===== src/rtl/onchip_mem_arbiter.sv =====
// Two-master Avalon-MM arbiter for a single-port on-chip RAM.
// Grants one access per clock. In round-robin mode the hold counter limits how many
// consecutive grants one master gets while the other master is waiting.
// Read data arrives one clock after acceptance and is tagged to the master that issued the read.
module onchip_mem_arbiter #(
    parameter int ADDR_W     = 10,
    parameter int DATA_W     = 32,
    parameter int MAX_HOLD   = 4,
    parameter int FIXED_PRIO = 0
) (
    input  logic                  clk,
    input  logic                  reset,
    input  logic [ADDR_W-1:0]     m0_address,
    input  logic [DATA_W/8-1:0]   m0_byteenable,
    input  logic                  m0_read,
    input  logic                  m0_write,
    input  logic [DATA_W-1:0]     m0_writedata,
    output logic                  m0_waitrequest,
    output logic [DATA_W-1:0]     m0_readdata,
    output logic                  m0_readdatavalid,
    input  logic [ADDR_W-1:0]     m1_address,
    input  logic [DATA_W/8-1:0]   m1_byteenable,
    input  logic                  m1_read,
    input  logic                  m1_write,
    input  logic [DATA_W-1:0]     m1_writedata,
    output logic                  m1_waitrequest,
    output logic [DATA_W-1:0]     m1_readdata,
    output logic                  m1_readdatavalid,
    output logic [ADDR_W-1:0]     mem_address,
    output logic [DATA_W/8-1:0]   mem_byteenable,
    output logic                  mem_chipselect,
    output logic                  mem_write,
    output logic [DATA_W-1:0]     mem_writedata,
    output logic                  mem_clken,
    input  logic [DATA_W-1:0]     mem_readdata
);

    localparam logic [3:0] MAX_HOLD_C = 4'(MAX_HOLD);

    logic       w_req0;
    logic       w_req1;
    logic       w_grant0;
    logic       w_grant1;
    logic       w_other_req;
    logic       w_rd_accept;
    logic       r_last_grant;   // 0 = m0 owned the last grant, 1 = m1
    logic [3:0] r_hold_cnt;
    logic       r_rd_pend;
    logic       r_rd_owner;

    assign w_req0 = m0_read | m0_write;
    assign w_req1 = m1_read | m1_write;

    // Grant selection: a lone requester wins; under contention use priority or round-robin with hold limit.
    // A hold count of zero means no ownership run is in progress, so the non-last master wins.
    always_comb begin
        w_grant0 = 1'b0;
        w_grant1 = 1'b0;
        if (reset) begin
            w_grant0 = 1'b0;
            w_grant1 = 1'b0;
        end else if (FIXED_PRIO != 0) begin
            w_grant0 = w_req0;
            w_grant1 = w_req1 & ~w_req0;
        end else if (w_req0 && w_req1) begin
            if ((r_hold_cnt != 4'd0) && (r_hold_cnt < MAX_HOLD_C)) begin
                w_grant1 = r_last_grant;
            end else begin
                w_grant1 = ~r_last_grant;
            end
            w_grant0 = ~w_grant1;
        end else begin
            w_grant0 = w_req0;
            w_grant1 = w_req1;
        end
    end

    // Master-side handshake and RAM pin drive; an idle bus presents m0's address/data.
    always_comb begin
        m0_waitrequest   = reset | (w_req0 & ~w_grant0);
        m1_waitrequest   = reset | (w_req1 & ~w_grant1);
        m0_readdata      = mem_readdata;
        m1_readdata      = mem_readdata;
        m0_readdatavalid = r_rd_pend & ~r_rd_owner & ~reset;
        m1_readdatavalid = r_rd_pend & r_rd_owner & ~reset;
        mem_chipselect   = w_grant0 | w_grant1;
        mem_write        = (w_grant0 & m0_write) | (w_grant1 & m1_write);
        mem_clken        = ~reset;
        if (w_grant1) begin
            mem_address    = m1_address;
            mem_byteenable = m1_byteenable;
            mem_writedata  = m1_writedata;
        end else begin
            mem_address    = m0_address;
            mem_byteenable = m0_byteenable;
            mem_writedata  = m0_writedata;
        end
    end

    // A read issued together with a write is dropped, so it never produces readdatavalid.
    assign w_rd_accept = (w_grant0 & m0_read & ~m0_write) | (w_grant1 & m1_read & ~m1_write);
    assign w_other_req = w_grant1 ? w_req0 : w_req1;

    // Arbitration history and the one-deep read-return pipeline.
    always_ff @(posedge clk) begin
        if (reset) begin
            r_last_grant <= 1'b1;
            r_hold_cnt   <= 4'd0;
            r_rd_pend    <= 1'b0;
            r_rd_owner   <= 1'b0;
        end else begin
            r_rd_pend <= w_rd_accept;
            if (w_grant0 || w_grant1) begin
                r_last_grant <= w_grant1;
                r_rd_owner   <= w_grant1;
                if (FIXED_PRIO != 0) begin
                    r_hold_cnt <= 4'd0;
                end else if ((w_grant1 != r_last_grant) || !w_other_req) begin
                    r_hold_cnt <= 4'd1;
                end else if (r_hold_cnt < MAX_HOLD_C) begin
                    r_hold_cnt <= r_hold_cnt + 4'd1;
                end else begin
                    r_hold_cnt <= r_hold_cnt;
                end
            end else begin
                r_last_grant <= r_last_grant;
                r_rd_owner   <= r_rd_owner;
                r_hold_cnt   <= r_hold_cnt;
            end
        end
    end

endmodule


===== config.mk =====
export PLATFORM = sky130hd
export DESIGN_NAME = onchip_mem_arbiter
export DESIGN_NICKNAME = d
export VERILOG_FILES = /design/src/rtl/onchip_mem_arbiter.sv
export SDC_FILE = /design/constraint.sdc
export NUM_CORES = 1
export LEC_CHECK = 0
export ABC_AREA = 0
export ABC_CLOCK_PERIOD_IN_PS = 4750
export BUFFER_PORTS_ARGS = -buffer_cell sky130_fd_sc_hd__buf_2
export CORE_AREA = 2 2 95 97
export CTS_CLUSTER_SIZE = 8
export DETAILED_ROUTE_END_ITERATION = 6
export DIE_AREA = 0 0 97 99
export GPL_TIMING_DRIVEN = 0
export PLACE_DENSITY = 0.55
export SYNTH_ARGS = -nofsm -noshare
export SYNTH_HDL_FRONTEND = slang
export SYNTH_SLANG_ARGS = --single-unit

===== constraint.sdc =====
create_clock -name clk -period 4.75 [get_ports clk]
set_input_delay 0.475 -clock clk [delete_from_list [all_inputs] [get_ports clk]]
set_output_delay 0.475 -clock clk [all_outputs]
set_load 0.01 [all_outputs]

# Word-level counts from Yosys, hierarchy flattened
# Index checks and enable logic that the tools add are counted.
# totals
reg_bits	7
input_bits	130
out_inout_bits	117
elab_cells	55
# op_classes
add_sub_neg	1
order_cmp	1
n_eq_ne	1
muxes	13
bitwise	27
reduce_logical	8
# ops
op	n
32-bit 2-to-1 mux	1
1-bit AND	12
4-bit 2-to-1 mux	3
10-bit 2-to-1 mux	1
1-bit 2-to-1 mux	8
1-bit NOT	8
1-bit bitwise OR	7
4-bit by 1-bit adder with 4-bit output (second input constant)	1
4-bit by 3-bit less-than comparator with 1-bit output (second input constant)	1
4-bit nonzero test	1
1-bit logical AND	2
1-bit logical OR	2
2-bit AND reduction	1
2-bit nonzero test	1
1-bit zero test	1
1-bit != test	1

# Logic depth before layout (Yosys ltp)
# logic_depth
ltp_word	12
depth_mapped	8
ltp_nobuf	6

# Least setup slack after synthesis
# No wires, ideal clock.
# synth_path
kind	register to output
startpoint	register r_hold_cnt[0]
endpoint	output port mem_address[0]
arrival_ps	1984
required_time_ps	4275
setup_slack_ps	2291
path_stages_with_launch	9
path_buffers	2
path_cell_list	dfxtp_1 inv_1 ha_1 or4_4 a21o_1 and3_4 buf_6 buf_8 mux2_4
# synth_between
elab_chain_cells	8
word_cells_on_any_way	9
cone_classes	order compare (1); mux (6); reduce/logical (2)
# synth_lines
item	line	source
from (decl)	47	logic [3:0] r_hold_cnt;
from (signal assigned)	121	r_hold_cnt <= r_hold_cnt + 4'd1;
from (signal assigned)	123	r_hold_cnt <= r_hold_cnt;
from (signal assigned)	128	r_hold_cnt <= r_hold_cnt;
4-bit by 3-bit less-than comparator with 1-bit output or 4-bit nonzero test (tied branches)	66	if ((r_hold_cnt != 4'd0) && (r_hold_cnt < MAX_HOLD_C)) begin
1-bit logical AND *	66	
1-bit 2-to-1 mux *	66	
1-bit 2-to-1 mux *	65	end else if (w_req0 && w_req1) begin
1-bit 2-to-1 mux *	59	if (reset) begin
1-bit 2-to-1 mux *	65	
1-bit 2-to-1 mux *	59	
10-bit 2-to-1 mux *	89	if (w_grant1) begin
to (decl)	29	output logic [ADDR_W-1:0] mem_address,
# Every way passes the cells marked *; elsewhere a longest branch is shown, timed or not. The select of a mux whose other input is x is not followed.

# Final worst setup path
# layout_path
startpoint	register r_hold_cnt[0]
endpoint	output port mem_writedata[28]
# layout_between
elab_chain_cells	8
word_cells_on_any_way	9
cone_classes	order compare (1); mux (6); reduce/logical (2)
# layout_lines
item	line	source
4-bit by 3-bit less-than comparator with 1-bit output or 4-bit nonzero test (tied branches)	66	
1-bit logical AND *	66	
1-bit 2-to-1 mux *	66	
1-bit 2-to-1 mux *	65	
1-bit 2-to-1 mux *	59	
1-bit 2-to-1 mux *	65	
1-bit 2-to-1 mux *	59	
32-bit 2-to-1 mux *	89	
to (decl)	33	output logic [DATA_W-1:0] mem_writedata,
# Marks and branches as above.

==> run metrics <==
core area=between 8000 and 9000 um2; Clock Path Buffers=2; clock slew at reported path FFs=approximately 0.04 ns; Antenna Violating Nets Remaining=0; clk root buf=clkbuf_8; Area growth syn-to-layout=79.7%; DRT iter0 DRCs=21; clock share of power=between 10% and 20%; peak supply drop=between 150 and 200 uV; worst reg2reg startpoint=r_hold_cnt[0]; CTS H-Tree Depth=1; Comb pwr share=between 60% and 70%; antenna cell count=0; status=completed; XOR/XNOR Fraction of Synth Area=0%; CP startpoint=r_hold_cnt[0]; sequential fraction of design power=about 14%; RSZ-0062 raised after global routing=no; total gr overflow=0; Critical Path Sink=mem_writedata[28]; Worst Reg-to-Reg Cells=8; Seq cells post-synth=7; Tot GR Track Use=11.0%; Slew HR=a little over half; WL final=6040 um; drt first pass iters=4; largest net degree at the start of global routing=11; DP Worst Slack=between 2 and 2.5 ns; hpwl dp=roughly 5400 um; vias in the first global route=between 1500 and 2000; reg-to-reg critical path endpoint=r_rd_owner; area leader, netlist=buf_4; internal power=0.305 mW; Reg2Reg Setup Slack=between 2 and 3 ns; vias per std cell=about 3.9; Synth Warn #=0; Synth Instances=around 160; Cell Area, Synth=between 1500 and 2000 um2; largest family of logic cells by synthesized area=multiplexers; Post-Syn Nets=294; critical path depth in cells=9; critical path's top delay family=simple AND/OR/NAND/NOR gates; Net count, final=512; clk sinks=7; FP Rows=34; CTS Buf Count=3; routed len/inst=12.4 um; die area=approximately 9600 um2; register area share after synthesis=roughly 9.0%; effective utilization at floorplan=18.3%; mux contribution to synthesized area=between 40% and 50%; Die X=97 um; critical path data required time=about 4.3 ns; Static Leak=1.65 nW; area share of fa/ha/maj cells after synthesis=under 10%; Final Max Tran Viols=0; Distinct cells, synth=30; worst-path maximum fanout=10; share of the synthesized area in the top cell type=30.7%; Net Switching=0.156 mW; cts repair resizes=0; Final setup viols=0; vias after detailed routing=around 1900; clock skew=slightly below 0.0007 ns; IO Count=approximately 250; Fin. Hold Viols=0; Compound-Gate Fraction of Synth Area=5.36%; pwr/cell area=about 160 nW/um2; Setup TNS Final=0 ns; DRC violations left=0; Tcrit/Tclk final=62.0%; share of cells above drive strength 1=about nine tenths; Critical Path, Cell by Cell=inv_1, ha_1, or4_4, a21o_1, and3_4, buf_6, buf_12, mux2_4, buf_2; hold buffer count at CTS=0; Critical-path top delay cell=or4_4; IO Port Bufs=roughly 210; fin worst setup slack=approximately 1.8 ns; Worst-Margin Slew=slightly above 0.7 ns; Final min period=2.94 ns; CP Class=flip-flop to primary output; hold_sp=r_hold_cnt[0]; Switching Share=33.8%; Die Y=~100 um; Arrival @ worst endpoint=approximately 2.5 ns; Critical Path Max Stage Delay=about 0.42 ns; Pwr Total=around 0.46 mW; initial antenna violation count=0; post-CTS setup buffers=0; Hold Path Class=flip-flop to flip-flop; CTS tree=done; routability cong.=between 0.7 and 0.8; # placed instances=483; crit path capture type=primary output; minimum hold slack=between 0.4 and 0.5 ns; Max Fclk=around 340 MHz; synth top area cells=buf_4 31%, mux2_4 28%, mux2_2 12%; syn avg cell area=around 9.6 um2; CP bufs+invs=4; Worst-Skew Late Latency=about 0.22 ns; startpoint types=flip-flop; Finished Layout Cells=slightly below 500; Max-cap violations=0; first-pass GRT wire length=roughly 8900 um; Synth Area in Simple Gates=~7.7%
## layer usage
layer / wire length, um / vias to the layer above / GRT usage, %
li1: - / 931 / -
met1: 2420 / 848 / 14.0
met2: 3060 / 102 / 19.6
met3: 549 / 0 / 2.84
met4: 0 / 0 / 0.975
met5: 0 / - / 0
## registers in the layout (all words and copies together), names as in the netlist
| name | cells |
|---|---|
| r_rd_owner | 1 |
| r_hold_cnt | 4 |
| r_last_grant | 1 |
| r_rd_pend | 1 |
## per-stage QoR
stage	cell area, um2	utilization (%)
CTS	2810	32.9
floorplan	1560	-
global route	2810	32.9
finish	2810	32.9
detailed placement	2760	32.3
global placement	2760	32.3
## worst register-to-register path, delay by kind of cell (launching register included)
family | cells | cell delay [ns]
flip-flops | 1 | 0.34
adder cells (fa/ha/maj) | 1 | 0.22
AO/OA/AOI/OAI | 2 | 0.44
AND/OR/NAND/NOR | 2 | 0.61
buffers and inverters | 3 | 0.39
## cell usage after synthesis (all sizes together)
master / count
nand3: 1
a21oi: 3
buf: 69
nand3b: 2
or3: 1
or4: 1
dfxtp: 7
nor3: 1
nor3b: 1
o31ai: 1
a31o: 1
o21ai: 3
nand2: 2
a211oi: 1
or2: 1
clkbuf: 1
ha: 2
nor4: 1
mux2: 46
a22oi: 3
a21o: 1
inv: 3
nor2: 7
and3: 3
## worst min-delay path by stage
stage,to,cells past startpoint
3_5_place_dp,r_hold_cnt[0],1
2_1_floorplan,r_hold_cnt[0],1
4_1_cts,r_hold_cnt[0],1
6_report,r_hold_cnt[0],1
5_1_grt,r_hold_cnt[0],1
3_3_place_gp,r_hold_cnt[0],1
## logic make-up (layout without fill, tap and decap cells)
family                     after synthesis  in the layout
and+or+nand+nor                         21             21
buffers and inverters                   73            290
AOI/OAI and AO/OA                       13             13
muxes                                   46             46
adders and majority gates                2              2
DFF                                      7              7
## cell type report
type                       instances  area (um2)
buffer                            70         556
clock buffer                       4        45.0
fill                             943        5740
inverter                           3        11.3
multi-input combinational         82         856
sequential                         7         140
tap                              108         135
timing repair buffer             213        1070
## power groups by stage
| stage | clock, mW | combinational (mW) | sequential (mW) |
|---|---|---|---|
| floorplan | 0 | 0.192 | 0.0659 |
| global placement | 0 | 0.315 | 0.0663 |
| detailed placement | 0 | 0.317 | 0.0665 |
| CTS | 0.0856 | 0.318 | 0.0655 |
| global route | 0.0893 | 0.336 | 0.0661 |
| finish | 0.0826 | 0.312 | 0.0656 |
## cell usage in the layout, fill, tap and decap left out, drive strengths merged
master and instances:
a21oi 3, nor2 7, o21ai 3, nor3 1, and3 3, inv 3, a211oi 1, buf 282
o31ai 1, nand3b 2, clkbuf 5, dfxtp 7, nor4 1, a31o 1, nor3b 1, ha 2
nand3 1, or4 1, a22oi 3, nand2 2, mux2 46, a21o 1, or2 1, or3 1
No activity file was read; power rests on OpenSTA's default activity.
